**config.mk**
```make
export PLATFORM = sky130hd
export DESIGN_NAME = fwd_sel_ctrl
export DESIGN_NICKNAME = d
export VERILOG_FILES = /design/src/rtl/fwd_sel_ctrl.sv
export SDC_FILE = /design/constraint.sdc
export NUM_CORES = 1
export LEC_CHECK = 0
export BUFFER_PORTS_ARGS = -buffer_cell sky130_fd_sc_hd__buf_4
export CORE_MARGIN = 3
export CORE_UTILIZATION = 35
export DETAILED_ROUTE_END_ITERATION = 8
export GPL_TIMING_DRIVEN = 0
export SYNTH_ARGS = -nofsm -noshare
export SYNTH_HDL_FRONTEND = slang
export SYNTH_SLANG_ARGS = --single-unit
```
**constraint.sdc**
```tcl
create_clock -name clk -period 1.87 [get_ports clk]
set_clock_uncertainty 0.1 [all_clocks]
set_input_delay 0.187 -clock clk [delete_from_list [all_inputs] [get_ports clk]]
set_output_delay 0.187 -clock clk [all_outputs]
set_load 0.01 [all_outputs]
```
**src/rtl/fwd_sel_ctrl.sv**
```systemverilog
// EX-stage forwarding/hazard controller: registered ALU-operand mux selects,
// a shadow EX/MEM pipeline of destination tags, and a one-cycle load-use stall.
module fwd_sel_ctrl #(
  parameter int REG_W = 5
) (
  input  logic             clk,
  input  logic             reset,
  input  logic             dec_valid,
  input  logic [REG_W-1:0] dec_rs,
  input  logic [REG_W-1:0] dec_rt,
  input  logic             dec_uses_rt,
  input  logic [REG_W-1:0] dec_dst,
  input  logic             dec_regwrite,
  input  logic             dec_memread,
  input  logic             dec_alusrc,
  input  logic             flush,
  output logic [1:0]       sel_a,
  output logic [1:0]       sel_b,
  output logic             ex_valid,
  output logic             stall
);

  localparam logic [1:0] SEL_RF  = 2'b00;
  localparam logic [1:0] SEL_EXM = 2'b01;
  localparam logic [1:0] SEL_MWB = 2'b10;
  localparam logic [1:0] SEL_IMM = 2'b11;

  typedef struct packed {
    logic             valid;
    logic [REG_W-1:0] dst;
    logic             regwrite;
    logic             memread;
  } ex_ent_t;

  // The MEM entry never needs memread (loads only stall from EX). The WB entry
  // is not kept at all: the RF writes before it reads, so a WB producer always
  // resolves to SEL_RF and its tag never influences any output.
  typedef struct packed {
    logic             valid;
    logic [REG_W-1:0] dst;
    logic             regwrite;
  } mem_ent_t;

  ex_ent_t  ex;
  mem_ent_t mem;
  logic [1:0] nxt_sel_a, nxt_sel_b;
  logic       load;

  function automatic logic [1:0] fwd_sel(input logic [REG_W-1:0] src,
                                         input ex_ent_t e, input mem_ent_t m);
    if (e.valid && e.regwrite && e.dst != '0 && e.dst == src)      return SEL_EXM;
    else if (m.valid && m.regwrite && m.dst != '0 && m.dst == src) return SEL_MWB;
    else                                                           return SEL_RF;
  endfunction

  always_comb begin
    stall = dec_valid & ex.valid & ex.memread & ex.regwrite & (ex.dst != '0) &
            ((dec_rs == ex.dst) | (dec_uses_rt & (dec_rt == ex.dst)));
    load      = dec_valid & ~stall & ~flush;
    nxt_sel_a = fwd_sel(dec_rs, ex, mem);
    nxt_sel_b = dec_alusrc ? SEL_IMM : fwd_sel(dec_rt, ex, mem);
  end

  always_ff @(posedge clk) begin
    if (reset) begin
      ex    <= '0;
      mem   <= '0;
      sel_a <= SEL_RF;
      sel_b <= SEL_RF;
    end else begin
      mem <= '{valid: ex.valid, dst: ex.dst, regwrite: ex.regwrite};
      if (load) begin
        ex    <= '{valid: 1'b1, dst: dec_dst, regwrite: dec_regwrite, memread: dec_memread};
        sel_a <= nxt_sel_a;
        sel_b <= nxt_sel_b;
      end else begin
        ex    <= '0;
        sel_a <= SEL_RF;
        sel_b <= SEL_RF;
      end
    end
  end

  assign ex_valid = ex.valid;

endmodule
```
==> impl_metrics.env <==
export IMPL_synth_top_area_share_pct=42.5
export IMPL_yosys_top_cells_area="dfxtp_1 42%, xnor2_1 12%, nor3b_2 8.4%"
export IMPL_tns_ps=-135
export IMPL_holdPathStages=2
export IMPL_htree_levels=1
export IMPL_viasPerCell=4.72
export IMPL_dp_cells=139
export IMPL_ys_seq_elements=19
export IMPL_ys_seq_area_share_pct=42.5
export IMPL_drv_cap=0
export IMPL_power_w=0.000712
export IMPL_syn_nets=106
export IMPL_avgSynthCellArea_um2=10.8
export IMPL_ys_flop_type="dfxtp_1"
export IMPL_synthArstFlopShare_pct=0
export IMPL_grt_pass1_vias=677
export IMPL_yosysMostFrequentCell="dfxtp_1"
export IMPL_clockRootBuffer="clkbuf_4"
export IMPL_synthCells=83
export IMPL_nNetsFinal=144
export IMPL_synth_area_um2=896
export IMPL_synth_area_leader_cell="dfxtp_1"
export IMPL_rsz0062_at_grt="yes"
export IMPL_synth_cell_types=22
export IMPL_path_class="flip-flop to output port"
export IMPL_fin_cells=148
export IMPL_dp_hpwl_mm=1.46
export IMPL_die_y_um=56.6
export IMPL_area_growth_pct=36.6
export IMPL_finalWorstSetupSlack_ps=-135
export IMPL_num_rows=17
export IMPL_first_pass_iters=4
export IMPL_cts_buffers=3
export IMPL_antenna_found_initial=0
export IMPL_io_pins=29
export IMPL_clock_sinks=19
export IMPL_setup_violations_final=1
export IMPL_portBuffers=28
export IMPL_p_leak_nw=0.510
export IMPL_synthTopCellsByCount="19 x dfxtp_1, 12 x xnor2_1, 8 x xor2_1"
export IMPL_hold_violations=0
export IMPL_wl_per_cell_um=12.2
export IMPL_grt_pass1_wl_mm=3.03
export IMPL_synth_edff_count=0
export IMPL_crit_path_end_kind="output port"
export IMPL_tightest_slew_ps=602
export IMPL_diodes=0
export IMPL_final_max_slew_violation_count=0
export IMPL_grt_max_degree=11
export IMPL_fin_crit_sh_pct=107
export IMPL_place_area_um2=1140
export IMPL_stdcell_area_um2=1220
export IMPL_path_clk_slew_ps=100
export IMPL_vias=699
export IMPL_ir_drop_mv=0.482
export IMPL_reg2reg_depth=6
export IMPL_dieArea_um2=3200
export IMPL_wl_mm=1.81
export IMPL_grt_usage_pct=12.0
export IMPL_ys_warnings_count=0
export IMPL_ant_nets=0
export IMPL_hold_path_class="primary input to flip-flop"
export IMPL_tritoncts="built"
export IMPL_clockBufferDepth=2
export IMPL_start_util_pct=38.6
export IMPL_fin_util_pct=52.8
export IMPL_powerDensity_nw_per_um2=582
export IMPL_slew_headroom_pct=59.8
export IMPL_violations="setup timing"
export IMPL_start_kind="flip-flop"
export IMPL_worst_path_max_fanout=3
export IMPL_die_w_um=56.6
export IMPL_min_period_ps=2010
export IMPL_gp_congestion=0.761
export IMPL_clock_latency_ps=280
export IMPL_cp_required_ps=1580
export IMPL_outcome="complete, but fails checks"
export IMPL_drc=0
export IMPL_drive_gt1_share_pct=45.0
export IMPL_overflow=0
export IMPL_worstPathArrival_ps=1720
export IMPL_core_um2=2320
export IMPL_max_freq_ghz=0.499
export IMPL_drt_initial_drc_count=11
metal layers:
layer,vias to the layer above,wire [µm],GRT usage [%]
li1,356,-,-
met3,2,124,2.53
met5,-,0,0
met4,0,12,4.07
met2,21,839,18.8
met1,320,833,16.1
area by class of cell:
| class | count | area, µm² |
|---|---|---|
| Tap cell | 28 | 35.0 |
| Clock buffer | 4 | 26.3 |
| Inverter | 1 | 3.75 |
| Buffer | 1 | 3.75 |
| Timing Repair Buffer | 34 | 259 |
| Fill cell | 218 | 1090 |
| Sequential cell | 19 | 389 |
| Multi-Input combinational cell | 61 | 507 |
where the power goes:
group	switching (W)	internal, W	total, W	leakage, nW
Combinational	0.0000396	0.0000633	0.000103	0.338
Sequential	0.00000693	0.000411	0.000418	0.156
Clock	0.000108	0.0000826	0.000191	0.0150
through the flow:
step	hold WS (ps)	setup slack, ps
5_1_grt	5.84	-186
3_5_place_dp	321	-97.9
2_1_floorplan	159	87.3
6_report	19.1	-135
4_1_cts	15.1	-295
3_3_place_gp	320	-102
layout by cell type, fill, tap and decap left out:
cell type and n:
nor4b_2 1, clkbuf_1 1, nand4_1 2, nand2_1 4, nor3_1 3, nor2b_1 7
inv_1 1, o311a_4 1, a21o_1 1, dfxtp_4 2, nand3_1 3, o311a_1 1
a211oi_2 2, nor3b_1 1, xor2_1 8, buf_6 1, nor3b_2 6, buf_4 33
nor3_2 1, xnor2_1 12, o21a_4 1, clkbuf_4 3, buf_1 1, dfxtp_2 1
nor2_1 4, and3_4 1, dfxtp_1 16, or3_1 1, or3_4 1
critical path, stage by stage, from the launching register on:
cell and delay, ps:
dfxtp_4 350, or3_4 380, o311a_4 310, and3_4 160
o21a_4 130, buf_6 120
what timing repair did:
action                     CTS  global route
resized for setup            7             2
pin swaps                    5             3
setup buffers                5             1
gates cloned                 0             0
hold buffers                 0             0
setup endpoints to repair    9            12
cell families (layout without fill, tap and decap cells):
| family | Yosys count | after routing | synth area share (%) |
|---|---|---|---|
| AO/OA/AOI/OAI | 6 | 6 | 8.80 |
| XOR/XNOR | 20 | 20 | 19.6 |
| buffers and inverters | 3 | 40 | 2.09 |
| flip-flops | 19 | 19 | 42.5 |
| AND/OR/NAND/NOR | 35 | 35 | 27.1 |
final timing paths:
| path | startpoint | endpoint | slack, ps |
|---|---|---|---|
| worst max-delay path | ex[5]$_SDFF_PP0_ | stall | -140 |
| worst min-delay path | reset | mem[2]$_SDFF_PP0_ | 20 |
| worst min register to register | ex[1]$_SDFF_PP0_ | mem[0]$_SDFF_PP0_ | 390 |
| worst max register to register | ex[5]$_SDFF_PP0_ | ex[5]$_SDFF_PP0_ | 20 |
state kept, by name (all words and copies together) (netlist names):
name,cells
sel_a,2
sel_b,2
ex,7
mem,7
ex_valid,1
No activity file was read; power rests on OpenSTA's default activity.
